===== src/rtl/gecko_print_arbiter_pkg.sv =====
// rtl/gecko_print_arbiter_pkg.sv - shared types for the gecko print stream arbiter
package gecko_print_arbiter_pkg;

  localparam int GECKO_PRINT_DATA_W = 8;
  localparam int GECKO_PRINT_CH_W   = 2;

  typedef struct packed {
    logic [GECKO_PRINT_DATA_W-1:0] data;
    logic [GECKO_PRINT_CH_W-1:0]   channel;
    logic                          last;
  } gecko_print_beat_t;

  typedef enum logic {
    GECKO_PRINT_IDLE,
    GECKO_PRINT_GRANT
  } gecko_print_state_t;

endpackage


===== src/rtl/gecko_print_arbiter_if.sv =====
// rtl/gecko_print_arbiter_if.sv - per-channel input streams and merged tagged output stream
interface gecko_print_arbiter_if #(
  parameter int NUM_CHANNELS = 4,
  parameter int DATA_WIDTH   = 8
);
  localparam int CH_W = (NUM_CHANNELS > 1) ? $clog2(NUM_CHANNELS) : 1;

  logic [NUM_CHANNELS-1:0]                 in_valid;
  logic [NUM_CHANNELS-1:0]                 in_ready;
  logic [NUM_CHANNELS-1:0][DATA_WIDTH-1:0] in_data;
  logic                                    out_valid;
  logic                                    out_ready;
  logic [DATA_WIDTH-1:0]                   out_data;
  logic [CH_W-1:0]                         out_channel;
  logic                                    out_last;

  modport master (
    output in_valid, in_data, out_ready,
    input  in_ready, out_valid, out_data, out_channel, out_last
  );

  modport slave (
    input  in_valid, in_data, out_ready,
    output in_ready, out_valid, out_data, out_channel, out_last
  );

endinterface


===== src/rtl/gecko_print_arbiter_fifo.sv =====
// rtl/gecko_print_arbiter_fifo.sv - flop-based per-channel FIFO with head-valid read port
module gecko_print_fifo #(
  parameter int DATA_WIDTH = 8,
  parameter int FIFO_DEPTH = 16
) (
  input  logic                  clk,
  input  logic                  rst,
  input  logic                  push,
  input  logic [DATA_WIDTH-1:0] push_data,
  input  logic                  pop,
  output logic [DATA_WIDTH-1:0] head,
  output logic                  full,
  output logic                  empty
);
  localparam int AW = $clog2(FIFO_DEPTH);
  localparam logic [AW:0] FULL_COUNT = (AW+1)'(FIFO_DEPTH);

  logic [DATA_WIDTH-1:0] mem [FIFO_DEPTH];
  logic [AW-1:0]         wr_ptr, rd_ptr;
  logic [AW:0]           count;
  logic                  do_push, do_pop;

  assign do_push = push && !full;
  assign do_pop  = pop && !empty;
  assign full    = (count == FULL_COUNT);
  assign empty   = (count == '0);
  assign head    = mem[rd_ptr];

  always_ff @(posedge clk) begin
    if (do_push) mem[wr_ptr] <= push_data;
  end

  // Power-of-2 depth lets the pointers wrap by plain overflow.
  always_ff @(posedge clk or posedge rst) begin
    if (rst) begin
      wr_ptr <= '0;
      rd_ptr <= '0;
      count  <= '0;
    end else begin
      if (do_push) wr_ptr <= wr_ptr + AW'(1);
      if (do_pop)  rd_ptr <= rd_ptr + AW'(1);
      case ({do_push, do_pop})
        2'b10:   count <= count + (AW+1)'(1);
        2'b01:   count <= count - (AW+1)'(1);
        default: count <= count;
      endcase
    end
  end

endmodule


===== src/rtl/gecko_print_arbiter.sv =====
// rtl/gecko_print_arbiter.sv - merges per-channel print streams into one tagged stream, whole lines at a time
module gecko_print_arbiter
  import gecko_print_arbiter_pkg::*;
#(
  parameter int         NUM_CHANNELS    = 4,
  parameter int         DATA_WIDTH      = 8,
  parameter int         FIFO_DEPTH      = 16,
  parameter logic [7:0] LINE_TERMINATOR = 8'h0A,
  parameter int         MAX_LINE_BEATS  = 64,
  parameter int         IDLE_TIMEOUT    = 32
) (
  input  logic                  clk,
  input  logic                  rst,
  gecko_print_arbiter_if.slave  bus,
  output logic                  busy
);
  localparam int CH_W = (NUM_CHANNELS > 1) ? $clog2(NUM_CHANNELS) : 1;
  localparam int BW   = $clog2(MAX_LINE_BEATS + 1);
  localparam int IW   = $clog2(IDLE_TIMEOUT + 1);

  logic [NUM_CHANNELS-1:0] push, pop, full, empty;
  logic [DATA_WIDTH-1:0]   head [NUM_CHANNELS];

  gecko_print_state_t state, state_next;
  logic [CH_W-1:0]    grant, last_grant, pick, cand;
  logic               found;
  logic [BW-1:0]      beat_cnt;
  logic [IW-1:0]      idle_cnt;
  logic [DATA_WIDTH-1:0] head_g;
  logic               empty_g, hs, is_last;

  assign bus.in_ready = ~full & {NUM_CHANNELS{~rst}};
  assign push         = bus.in_valid & bus.in_ready;

  for (genvar g = 0; g < NUM_CHANNELS; g++) begin : g_fifo
    gecko_print_fifo #(
      .DATA_WIDTH(DATA_WIDTH),
      .FIFO_DEPTH(FIFO_DEPTH)
    ) u_fifo (
      .clk      (clk),
      .rst      (rst),
      .push     (push[g]),
      .push_data(bus.in_data[g]),
      .pop      (pop[g]),
      .head     (head[g]),
      .full     (full[g]),
      .empty    (empty[g])
    );
  end

  assign head_g  = head[grant];
  assign empty_g = empty[grant];
  assign is_last = (head_g[7:0] == LINE_TERMINATOR) || (beat_cnt == BW'(MAX_LINE_BEATS - 1));
  assign hs      = (state == GECKO_PRINT_GRANT) && !empty_g && bus.out_ready;
  assign busy    = (|(~empty)) || (state != GECKO_PRINT_IDLE);

  // Round-robin scan starting just after the most recent grant.
  always_comb begin
    found = 1'b0;
    pick  = '0;
    cand  = '0;
    for (int i = 1; i <= NUM_CHANNELS; i++) begin
      cand = CH_W'((int'(last_grant) + i) % NUM_CHANNELS);
      if (!found && !empty[cand]) begin
        found = 1'b1;
        pick  = cand;
      end
    end
  end

  always_ff @(posedge clk or posedge rst) begin
    if (rst) begin
      state      <= GECKO_PRINT_IDLE;
      grant      <= '0;
      last_grant <= CH_W'(NUM_CHANNELS - 1);
      beat_cnt   <= '0;
      idle_cnt   <= '0;
    end else begin
      state <= state_next;
      if (state == GECKO_PRINT_IDLE && found) begin
        grant      <= pick;
        last_grant <= pick;
        beat_cnt   <= '0;
        idle_cnt   <= '0;
      end else if (state == GECKO_PRINT_GRANT) begin
        if (hs) begin
          beat_cnt <= beat_cnt + BW'(1);
          idle_cnt <= '0;
        end else if (empty_g) begin
          idle_cnt <= idle_cnt + IW'(1);
        end
      end
    end
  end

  always_comb begin
    state_next = state;
    case (state)
      GECKO_PRINT_IDLE: begin
        if (found) state_next = GECKO_PRINT_GRANT;
      end
      GECKO_PRINT_GRANT: begin
        if (hs && is_last)
          state_next = GECKO_PRINT_IDLE;
        else if (empty_g && idle_cnt == IW'(IDLE_TIMEOUT - 1))
          state_next = GECKO_PRINT_IDLE;
      end
      default: state_next = GECKO_PRINT_IDLE;
    endcase
  end

  always_comb begin
    bus.out_valid   = 1'b0;
    bus.out_data    = '0;
    bus.out_channel = '0;
    bus.out_last    = 1'b0;
    pop             = '0;
    if (state == GECKO_PRINT_GRANT) begin
      bus.out_valid   = !empty_g;
      bus.out_data    = head_g;
      bus.out_channel = grant;
      bus.out_last    = !empty_g && is_last;
      pop[grant]      = hs;
    end
  end

endmodule

===== src/flat_wrapper.sv =====
// flat-port wrapper written by rule: the top's interface ports become plain ports
module gecko_print_arbiter_flat import gecko_print_arbiter_pkg::*;
#(
  parameter int         NUM_CHANNELS    = 4,
  parameter int         DATA_WIDTH      = 8,
  parameter int         FIFO_DEPTH      = 16,
  parameter logic [7:0] LINE_TERMINATOR = 8'h0A,
  parameter int         MAX_LINE_BEATS  = 64,
  parameter int         IDLE_TIMEOUT    = 32
)
  (clk, rst, busy, bus_in_valid, bus_in_data, bus_out_ready, bus_in_ready, bus_out_valid, bus_out_data, bus_out_channel, bus_out_last);
  gecko_print_arbiter_if #(.NUM_CHANNELS(NUM_CHANNELS), .DATA_WIDTH(DATA_WIDTH)) bus_i ();
  input  logic clk;
  input  logic rst;
  output logic busy;
  input wire logic [$bits(bus_i.in_valid)-1:0] bus_in_valid;
  input wire logic [$bits(bus_i.in_data)-1:0] bus_in_data;
  input wire logic [$bits(bus_i.out_ready)-1:0] bus_out_ready;
  output wire logic [$bits(bus_i.in_ready)-1:0] bus_in_ready;
  output wire logic [$bits(bus_i.out_valid)-1:0] bus_out_valid;
  output wire logic [$bits(bus_i.out_data)-1:0] bus_out_data;
  output wire logic [$bits(bus_i.out_channel)-1:0] bus_out_channel;
  output wire logic [$bits(bus_i.out_last)-1:0] bus_out_last;
  assign bus_i.in_valid = bus_in_valid;
  assign bus_i.in_data = bus_in_data;
  assign bus_i.out_ready = bus_out_ready;
  assign bus_in_ready = bus_i.in_ready;
  assign bus_out_valid = bus_i.out_valid;
  assign bus_out_data = bus_i.out_data;
  assign bus_out_channel = bus_i.out_channel;
  assign bus_out_last = bus_i.out_last;
  gecko_print_arbiter #(.NUM_CHANNELS(NUM_CHANNELS), .DATA_WIDTH(DATA_WIDTH), .FIFO_DEPTH(FIFO_DEPTH), .LINE_TERMINATOR(LINE_TERMINATOR), .MAX_LINE_BEATS(MAX_LINE_BEATS), .IDLE_TIMEOUT(IDLE_TIMEOUT)) u_core (.clk(clk), .rst(rst), .bus(bus_i), .busy(busy));
endmodule

===== config.mk =====
export PLATFORM = sky130hd
export DESIGN_NAME = gecko_print_arbiter_flat
export DESIGN_NICKNAME = d
export VERILOG_FILES = /design/src/rtl/gecko_print_arbiter_pkg.sv /design/src/rtl/gecko_print_arbiter_if.sv /design/src/rtl/gecko_print_arbiter_fifo.sv /design/src/rtl/gecko_print_arbiter.sv /design/src/flat_wrapper.sv
export SDC_FILE = /design/constraint.sdc
export NUM_CORES = 1
export LEC_CHECK = 0
export ABC_CLOCK_PERIOD_IN_PS = 6100
export CORE_UTILIZATION = 54
export CTS_BUF_LIST = sky130_fd_sc_hd__clkbuf_8 sky130_fd_sc_hd__clkbuf_16
export DETAILED_ROUTE_END_ITERATION = 12
export PLACE_DENSITY_LB_ADDON = 0.05
export SYNTH_ARGS = -nofsm -noshare
export SYNTH_HDL_FRONTEND = slang
export SYNTH_SLANG_ARGS = --single-unit

===== constraint.sdc =====
create_clock -name clk -period 6.1 [get_ports clk]
set_input_delay 1.22 -clock clk [delete_from_list [all_inputs] [get_ports clk]]
set_output_delay 1.22 -clock clk [all_outputs]
set_load 0.02 [all_outputs]

# After elaboration in Yosys (flattened, before gate mapping)
# Memories as Yosys holds them, arrays and structs flattened.
# Index checks and enable logic that the tools add are counted.
# op_classes
add_sub_neg	22
multipliers	0
div	0
magnitude_cmp	7
eq_ne	15
n_shift	0
mux	51
bitwise	8
reduce_logical	48
# op_table
cell	n
$pmux 5 s2	4
$add 4x1->4 const B	8
$mux 6	4
$mux 8	3
$mux 1	23
$mux 7	3
$add 5x1->5 const B	4
$eq 5x5->1 const B	4
$logic_not 5->1	4
$sub 5x1->5 const B	4
$logic_and 1x1->1	18
$bmux 8 s2	1
$lt 2x3->1 const B	5
$logic_not 1->1	14
$and 4x4->4	3
$reduce_bool 2->1	6
$bmux 1 s2	5
$mux 2	5
$eq 2x1->1 const B	4
$eq 2x2->1 const B	4
$eq 8x4->1 const B	1
$not 4->4	2
$add 7x1->7 const B	1
$eq 7x6->1 const B	1
other kinds (15)	20
# word_totals
register_bits	70
latch_bits	0
ram_bits	512
rom_bits	0
in_bits	39
out_inout_bits	17
elab_cells	172
memories	4
# memory_table
memory	words	width	rd	rd_clocked_by_memory_dff	write_ports	line_no	source
u_core.g_fifo[0].u_fifo.mem	16	8	1	0	1	gecko_print_arbiter_fifo.sv:18	logic [DATA_WIDTH-1:0] mem [FIFO_DEPTH];
u_core.g_fifo[1].u_fifo.mem	16	8	1	0	1	gecko_print_arbiter_fifo.sv:18	
u_core.g_fifo[2].u_fifo.mem	16	8	1	0	1	gecko_print_arbiter_fifo.sv:18	
u_core.g_fifo[3].u_fifo.mem	16	8	1	0	1	gecko_print_arbiter_fifo.sv:18	

# Logic depth before layout (Yosys ltp)
# Gate-level depths: netlist of the first run.
# logic_depth
word_depth	15
mapped_depth	18
depth_no_buf	15

# Modules after synthesis
# From an unflattened synthesis of the first run, not the netlist that was laid out.
# hier_totals
hier_cells	1460
hier_area_um2	24542.3
# modules_own_cells
module	instances	cells_each	area_each_um2	seq_area_each_um2
gecko_print_fifo at u_core.g_fifo[0].u_fifo ...	3	333	5796.8	4169.0
gecko_print_fifo at u_core.g_fifo[3].u_fifo	1	320	5738.0	4169.0
gecko_print_arbiter	1	141	1413.9	452.9

# Worst setup path before layout of the first run
# No wires, ideal clock.
# synth_path
kind	register -> output
from	register u_core.g_fifo[2].u_fifo.rd_ptr[1]
to	output port bus_out_last
arrival_time_ps	2412
t_required_ps	4880
setup_slack_ps	2468
path_stages_with_launch	10
n_path_buf	1
path_cell_list	dfrtp_1 buf_2 mux2_2 o22ai_1 nor3b_1 a2111oi_0 nand4_1 nor4_1 and4b_1 o21a_1
# synth_via
elab_chain_len	8
# synth_lines
item	line_no	source
from (decl)	gecko_print_arbiter_fifo.sv:19	logic [AW-1:0] wr_ptr, rd_ptr;
from (signal assigned)	gecko_print_arbiter_fifo.sv:41	if (do_pop) rd_ptr <= rd_ptr + AW'(1);
$mem_v2 16x8	n/a	
$bmux 8 s2	gecko_print_arbiter.sv:51	assign head_g = head[grant];
$mux 8 (not written as such) (2 in a row)	gecko_print_arbiter.sv:51	
$eq 8x4->1	gecko_print_arbiter.sv:53	assign is_last = (head_g[7:0] == LINE_TERMINATOR) || (beat_cnt == BW'(MAX_LINE_BEATS - 1));
$logic_or 1x1->1	gecko_print_arbiter.sv:53	
$logic_and 1x1->1	gecko_print_arbiter.sv:122	bus.out_last = !empty_g && is_last;
$mux 1	gecko_print_arbiter.sv:118	if (state == GECKO_PRINT_GRANT) begin
to (decl)	flat_wrapper.sv:23	output wire logic [$bits(bus_i.out_last)-1:0] bus_out_last;
# Every way passes these cells. The select of a mux whose other input is x is not followed.

# Worst setup path in the final report of the first run
# layout_path
from	register u_core.g_fifo[0].u_fifo.rd_ptr[0]
to	output port bus_out_last
# layout_via
elab_chain_len	8
# layout_lines
item	line_no
from (decl)	gecko_print_arbiter_fifo.sv:19
from (signal assigned)	gecko_print_arbiter_fifo.sv:41
$mem_v2 16x8	n/a
$bmux 8 s2	gecko_print_arbiter.sv:51
$mux 8 (not written as such) (2 in a row)	gecko_print_arbiter.sv:51
$eq 8x4->1	gecko_print_arbiter.sv:53
$logic_or 1x1->1	gecko_print_arbiter.sv:53
$logic_and 1x1->1	gecko_print_arbiter.sv:122
$mux 1	gecko_print_arbiter.sv:118
# Every way passes these cells. The select of a mux whose other input is x is not followed.

==> summary.txt, run 1 <==
Worst setup path
  • Max FO, Critical Path: 15
  • Crit. End Element: output port
  • Critical path type: register to output port
  • Endpoint of the worst-slack reg-to-reg timing path: u_core.g_fifo[1].u_fifo.count[4]$_DFFE_PP0P_
  • Worst R2R Start: u_core.g_fifo[0].u_fifo.count[1]$_DFFE_PP0P_
  • WP data required: a little under 5 ns
  • Worst Setup EP: bus_out_last
  • Critical path launch point: u_core.g_fifo[0].u_fifo.rd_ptr[0]$_DFFE_PP0P_
  • Worst R2R Setup Slack: ~1.9 ns
  • R2R depth: 15
  • Critical Path Source Type: register
  • Worst Path Arrival: ~4.7 ns

Synth
  • Post-synth EDFFs: slightly above 500
  • Main flop type after synthesis: edfxtp_1
  • Syn_area_per_cell: 17.43 um2
  • Post-Syn Area: 24220 um2
  • Mapped Cells: roughly 1400
  • Top-count cell post-synth: edfxtp_1
  • Synthesized net count: between 1000 and 1500
  • Sequential share of the synthesized area: 0.7072
  • FFs w/ async S/R, synth: 0.1203
  • Synth top area share: 0.6347
  • Netlist cell types: 58
  • Yosys warns: 0
  • Post-synth top cells: edfxtp_1 (512), mux4_2 (97), nor2_1 (77)
  • Synth area leaders: edfxtp_1 (63%), mux4_2 (9.0%), dfrtp_1 (7.0%)
  • Yosys reg bits: 582
  • Largest area contributor in the netlist: edfxtp_1

Timing
  • Min cycle time layout: 5.870 ns
  • Relative slew slack: 0.2106
  • # setup viols final: 0
  • Crit share post-route: 0.9622
  • Worst Tran Pin Value: 1.180 ns
  • Fmax: 170.4 MHz
  • Total Neg Setup Slack: 0 ns
  • Skew final: between 0.01 and 0.015 ns
  • Fin. max-slew vios: 0
  • RSZ-0062 raised after global routing: false
  • Endpoints failing hold: 0
  • Hold WS: just under 0.5 ns

Route
  • Routed WL per cell: ~26 um
  • # DRC: 0
  • Post-DR vias/cell: 5.983
  • DR WL met2: 25.73 mm
  • TritonRoute pass-1 iters: 5
  • Drt total wl: 54.27 mm
  • DR WL met3: 3.269 mm
  • Wl on met1: approximately 24 mm
  • Routed Antenna Nets: 0
  • Initial DRC count: 1239
  • Vias: approximately 13000
  • Top sig layer: met4

Worst hold path
  • Hold Path Class: register to register

Flow run
  • Max cap viols: 0

Clocking
  • Root Driver: clkbuf_16
  • Clk sinks: 582
  • H-tree Lvls: 2
  • Clock transition at the registers of the reported paths: around 0.060 ns
  • Post-cts hold buffer count: 0
  • Clk Latency, worst-skew pair: 0.62 ns
  • Clock Path Buffers: 3
  • Clock buffer count from CTS: 58
  • CTS tree: yes

Floorplan
  • Core ar.: 44220 um2
  • Die Ht: 213.8 um
  • Die width: ~210 um
  • Die area: 45710 um2
  • Row Count: 77
  • Initial Utilization: 0.5477
  • IO Pins: 56

Cells and area
  • Fillers: 3181
  • Number of nets in the layout: ~1500
  • Synth-to-layout area growth: 13.37%
  • # diodes: 0
  • Layout cells sized above 1: 0.2063

Power
  • Max IR drop VDD: 0.0003222 V
  • Pwr dens: 433.8 nW/um2
  • Total power: approximately 12000 uW
  • P_leak: 0.009298 uW

Global routing
  • Grt ovf: 0
  • Pin count of the biggest net entering global routing: 39
  • Vias in the first global route: 12615
  • Initial antenna violation count: 0
  • First-pass GRT wire length: 81.06 mm
  • Tot GR Track Use: 0.2471

Placed design
  • Gpl congestion: 0.8327
  • Hpwl dp: 35.72 mm
  • PortBufs: 55

Outcome
  • Status: complete, no violations
## cell families after synthesis
group	Yosys count	share of synthesized area
AO/OA/AOI/OAI	144	0.03657
XOR/XNOR	50	0.01839
adder cells (fa/ha/maj)	42	0.02294
buffers and inverters	108	0.02035
flip-flops	582	0.7072
multiplexers	201	0.1367
AND/OR/NAND/NOR	263	0.05785
## routing by layer
layer  global-route usage  up-vias
li1                     -     5610
met1               0.3668     6556
met2               0.3822      377
met3              0.04438       75
met4              0.06158        0
met5                    0        -
## worst min path at each step
| stage | cells past startpoint | start | end | slack [ns] |
|---|---|---|---|---|
| 6_report | 1 | u_core.g_fifo[2].u_fifo.count[4]$_DFFE_PP0P_ | u_core.g_fifo[2].u_fifo.count[4]$_DFFE_PP0P_ | 0.49 |
| 5_1_grt | 1 | u_core.g_fifo[3].u_fifo.rd_ptr[3]$_DFFE_PP0P_ | u_core.g_fifo[3].u_fifo.rd_ptr[3]$_DFFE_PP0P_ | 0.52 |
| 4_1_cts | 1 | u_core.g_fifo[2].u_fifo.count[4]$_DFFE_PP0P_ | u_core.g_fifo[2].u_fifo.count[4]$_DFFE_PP0P_ | 0.49 |
| 3_5_place_dp | 1 | u_core.g_fifo[2].u_fifo.count[4]$_DFFE_PP0P_ | u_core.g_fifo[2].u_fifo.count[4]$_DFFE_PP0P_ | 0.48 |
| 3_3_place_gp | 1 | u_core.g_fifo[2].u_fifo.count[4]$_DFFE_PP0P_ | u_core.g_fifo[2].u_fifo.count[4]$_DFFE_PP0P_ | 0.47 |
| 2_1_floorplan | 1 | u_core.g_fifo[2].u_fifo.count[4]$_DFFE_PP0P_ | u_core.g_fifo[2].u_fifo.count[4]$_DFFE_PP0P_ | 0.46 |
## cell type report
type / count / area [um2] / share of cell area
clock inverter: 48 / 391.6 / 0.01426
clock buffer: 62 / 1540 / 0.05609
tap: 592 / 740.7 / 0.02697
timing repair buffer: 87 / 803.3 / 0.02925
inverter: 38 / 143.9 / 0.005240
multi-input combinational: 700 / 6708 / 0.2443
sequential: 582 / 17130 / 0.6239
## timing repair
item | in CTS | in global routing
setup buffers | 0 | 0
resized for setup | 0 | 1
endpoints found under the setup margin | 0 | 1
## where the power goes
part,internal [uW],switching [uW],total [uW]
combinational,1410,1780,3190
sequential,4700,440,5140
clock,2100,1480,3580
total,8220,3690,11900
## cell usage in the layout, fill, tap and decap left out, drive strengths merged, types with 4 or more instances in the layout
cell and instances:
edfxtp 512, mux4 97, nor2 77, mux2 69, dfrtp 68, clkbuf 62
inv 61, o22ai 59, clkdlybuf4s50 55, nand2 53, ha 38, mux2i 35
buf 32, o21ai 31, xnor2 30, a21oi 25, and2 21, xor2 20
nor3b 18, nor3 18, nor4 18, clkinv 16, nand4 15, nand2b 14
a21o 8, bufinv 7, and3 6, nor2b 6, nand3 5, a221oi 4
fa 4, a2111oi 4
## registers in the layout, indices dropped and copies added (netlist names)
register                     count
u_core.g_fifo.u_fifo.wr_ptr     16
u_core.g_fifo.u_fifo.mem       512
u_core.beat_cnt                  7
u_core.grant                     2
u_core.last_grant                2
u_core.idle_cnt                  6
u_core.g_fifo.u_fifo.count      20
u_core.state                     1
u_core.g_fifo.u_fifo.rd_ptr     16
## critical path, cell delays in order, from the launching register on
cell	delay, ns
dfrtp_1	0.82
nand2_1	0.10
buf_4	0.22
o22ai_1	0.37
nor3b_1	0.19
a221oi_1	0.65
nand4_1	0.21
nor4_1	0.35
and4b_1	0.35
o21a_1	0.16
clkdlybuf4s50_1	0.60
## metrics by stage
step	area (um2)	setup WS (ns)	instances	util
after floorplan	24220	2.468	1390	-
after global placement	25530	0.8869	1999	0.5773
after detailed placement	25530	0.8349	1999	0.5773
after CTS	27460	0.1552	2109	0.6209
after global routing	27460	0.1052	2109	0.6210
final	27460	0.2305	2109	0.6210
Note: power is estimated with default switching activity, not from simulation.
==> inputs of run 2 (changes only) <==
--- a/config.mk
+++ b/config.mk
@@ -13,3 +13,4 @@
 export SYNTH_ARGS = -nofsm -noshare
 export SYNTH_HDL_FRONTEND = slang
 export SYNTH_SLANG_ARGS = --single-unit
+export TNS_END_PERCENT = 5
==> results of run 2 <==
Same layout as run 1: the final DEF is identical, and so are final timing and power.
==> inputs of run 3 (changes only) <==
--- a/config.mk
+++ b/config.mk
@@ -5,8 +5,8 @@
 export SDC_FILE = /design/constraint.sdc
 export NUM_CORES = 1
 export LEC_CHECK = 0
-export ABC_CLOCK_PERIOD_IN_PS = 6100
-export CORE_UTILIZATION = 54
+export ABC_CLOCK_PERIOD_IN_PS = 5300
+export CORE_UTILIZATION = 55
 export CTS_BUF_LIST = sky130_fd_sc_hd__clkbuf_8 sky130_fd_sc_hd__clkbuf_16
 export DETAILED_ROUTE_END_ITERATION = 12
 export PLACE_DENSITY_LB_ADDON = 0.05
==> constraint.sdc (replaced) <==
create_clock -name clk -period 5.3 [get_ports clk]
set_input_delay 1.06 -clock clk [delete_from_list [all_inputs] [get_ports clk]]
set_output_delay 1.06 -clock clk [all_outputs]
set_load 0.02 [all_outputs]
==> run 3 against run 2 <==
Effect of this change: largest power group unchanged; highest routed layer unchanged; via count rose by 1.7%; design area rose by 0.57%; register-to-register slack got worse by 0.88 ns; combinational power rose by 21%; worst hold slack got worse by 0.0038 ns; sequential share of layout area fell by 0.32 points; clock skew rose by 0.0021 ns; count of clock-buffer cells in the layout rose by 5; flip-flop and latch count did not move; power rose by 14%.
==> summary.txt, run 3 (synthesis gave the netlist of run 1 again) <==
Cells and area
  • # diodes: 0 (unchanged)
  • Max reg flops: 512 (unchanged)
  • Number of nets in the layout: 1575 (+1.7%)
  • Layout cells sized above 1: 0.2197 (+0.01337)
  • Commonest cells after routing, fill and taps aside: edfxtp_1 (512), mux4_2 (97), nor2_1 (77)
  • Top reg by flops: u_core.g_fifo.u_fifo.mem
  • Post-route insts no fill: 2128 (+0.90%)
  • Commonest non-fill, non-tap cell in the layout: edfxtp_1
  • Design area: 27620 um2 (+0.57%)
  • Core Util, Final: 0.6383 (+0.01732)
  • Synth-to-layout area growth: 14.02%
  • Fillers: 3062 (-3.7%)
  • Regs by FF count: u_core.g_fifo.u_fifo.mem (512), u_core.g_fifo.u_fifo.count (20)

Floorplan
  • Core ar.: 43270 um2 (-2.2%)
  • Die Ht: 211.9 um (-0.91%)
  • Die width: 211.9 um (-0.91%)
  • Initial Utilization: 0.5598 (+0.01209)
  • IO Pins: 56 (unchanged)
  • Row Count: 76 (-1.3%)
  • Die area: 44880 um2 (-1.8%)

Global routing
  • First-pass GRT wire length: 81.47 mm (+0.50%)
  • GR Util met1: 0.3619 (-0.004886)
  • Grt ovf: 0 (unchanged)
  • GRT busiest layer: met2
  • Grt met2 use: 0.3866 (+0.004349)
  • Vias in the first global route: 13016 (+3.2%)
  • Pin count of the biggest net entering global routing: 52 (+33%)
  • Initial antenna violation count: 0 (unchanged)
  • Met3 Usage GRT: 0.04599 (+0.001611)
  • Tot GR Track Use: 0.2510 (+0.003941)

Route
  • Routed WL per cell: 25.46 um (-1.0%)
  • # DRC: 0 (unchanged)
  • Drt total wl: 54.19 mm (-0.15%)
  • Vias: 12833 (+1.7%)
  • Routed Antenna Nets: 0 (unchanged)
  • TritonRoute pass-1 iters: 5 (unchanged)
  • Post-DR vias/cell: 6.031 (+0.80%)
  • Initial DRC count: 1282 (+3.5%)

Worst setup path
  • Max FO, Critical Path: 14 (-1)
  • WP data required: 4.24 ns (-0.64 ns)
  • Critical Path Source Type: register
  • Worst Path Arrival: 4.07 ns (-0.58 ns)
  • Worst-path cell chain: buf_12 -> buf_4 -> mux4_2 -> mux2i_1 -> o22ai_1 -> nor4_1 -> and4b_2 -> o21a_1 -> clkdlybuf4s50_1
  • Critical path launch point: u_core.g_fifo[0].u_fifo.rd_ptr[1]$_DFFE_PP0P_
  • Worst R2R Start: u_core.g_fifo[0].u_fifo.count[1]$_DFFE_PP0P_
  • Slowest CP cell: clkdlybuf4s50_1
  • Endpoint of the worst-slack reg-to-reg timing path: u_core.g_fifo[1].u_fifo.count[4]$_DFFE_PP0P_
  • Max incr delay on CP: 0.60 ns (-0.22 ns)
  • Critical path type: register to output port
  • Crit. End Element: output port
  • R2R depth: 15 (unchanged)
  • Worst R2R Setup Slack: 1.01 ns (-0.88 ns)

Flow run
  • Max cap viols: 0 (unchanged)

Clocking
  • Root Driver: clkbuf_16
  • Clock transition at the registers of the reported paths: 0.06 ns (about the same)
  • H-tree Lvls: 2 (unchanged)
  • CTS tree: yes
  • Clk Latency, worst-skew pair: 0.62 ns (about the same)
  • Clk sinks: 582 (unchanged)
  • Clock buffer count from CTS: 59 (+1.7%)
  • Clock Path Buffers: 3 (unchanged)

Worst hold path
  • Hold Path Class: register to register
  • Worst Hold Depth: 1 (unchanged)
  • Worst Hold Launch: u_core.g_fifo[2].u_fifo.count[4]$_DFFE_PP0P_
  • Worst Hold End: u_core.g_fifo[2].u_fifo.count[4]$_DFFE_PP0P_

Timing
  • Total Neg Setup Slack: 0 ns (unchanged)
  • Min cycle time layout: approximately 5 ns
  • Skew final: 0.01689 ns (+0.002114 ns)
  • Hold WS: 0.4851 ns (-0.003813 ns)
  • Endpoints failing hold: 0 (unchanged)
  • # setup viols final: 0 (unchanged)
  • Worst Tran Pin Value: 1.104 ns (-0.07604 ns)
  • Relative slew slack: 0.2615 (+0.05088)
  • Crit share post-route: 0.9683
  • Fmax: 194.8 MHz
  • Fin. max-slew vios: 0 (unchanged)

Power
  • P_leak: 0.009393 uW (+1.0%)
  • Pwr dens: 492.9 nW/um2 (+14%)
  • Switching Share: 0.3118 (+0.001600)
  • Combinational fraction of design power: 0.284 (+0.016)
  • Clk pwr share: 0.289 (-0.012)
  • Max IR drop VDD: 0.0003289 V (+2.1%)
  • P_sw: 4244 uW (+15%)
  • Internal Pwr Total: 9369 uW (+14%)
  • Sequential Power Share: 0.427 (-0.005)

Placed design
  • Placed cell area: 25590 um2 (+0.23%)
  • Gpl congestion: 0.8702 (+4.5%)
  • Hpwl dp: 35.44 mm (-0.79%)
  • Placed cell count: 2004 (+0.25%)
  • PortBufs: 55 (unchanged)

Outcome
  • Status: complete, no violations
[run 3: layout make-up]
type	count	area, um2	area share
tap	585	732.0	0.02650
inverter	38	143.9	0.005210
timing repair buffer	113	1064	0.03851
clock buffer	67	1598	0.05785
multi-input combinational	700	6683	0.2420
sequential	582	17140	0.6208
clock inverter	43	254.0	0.009197
[run 3: critical path, delay by kind of cell, from the launching register on]
kind | cells | cell delay, ns
compound gates | 2 | 0.33
buf+inv | 3 | 1.01
flops | 1 | 0.45
mux | 2 | 0.78
simple gates | 2 | 0.86
[run 3: repair_timing]
| item | 4_1_cts | 5_1_grt |
|---|---|---|
| cloned | 0 | 0 |
| gates resized for setup | 4 | 8 |
| setup endpoints to repair | 1 | 1 |
| setup buffers | 1 | 13 |
| hold buffers | 0 | 0 |
[run 3: how the worst max path moves through the flow]
stage / endpoint / slack, ns / cells after the start
after floorplan: bus_out_last / 1.83 / 9
after global placement: bus_out_last / 0.53 / 9
after detailed placement: bus_out_last / 0.48 / 9
after CTS: bus_out_last / 0.03 / 10
after global routing: bus_out_last / -0.006 / 8
final: bus_out_last / 0.17 / 9
[run 3: per-stage QoR]
| step | worst slack, ns | power [uW] |
|---|---|---|
| final | 0.1678 | 13610 |
| after floorplan | 1.828 | 8389 |
| after detailed placement | 0.4835 | 9673 |
| after global routing | -0.005895 | 14230 |
| after CTS | 0.03327 | 13600 |
| after global placement | 0.5333 | 9616 |
[run 3: power groups by stage]
stage          clock, uW  sequential, uW  combinational [uW]
6_report            3930            5820                3860
4_1_cts             4000            5840                3760
3_5_place_dp           0            5930                3740
2_1_floorplan          0            5670                2720
5_1_grt             4160            5870                4190
3_3_place_gp           0            5920                3700
[run 3: layer usage]
metal  share of wire  wire (um)
met1            0.44      23850
met2            0.47      25450
met3           0.063       3400
met4           0.028       1494
met5               0          0
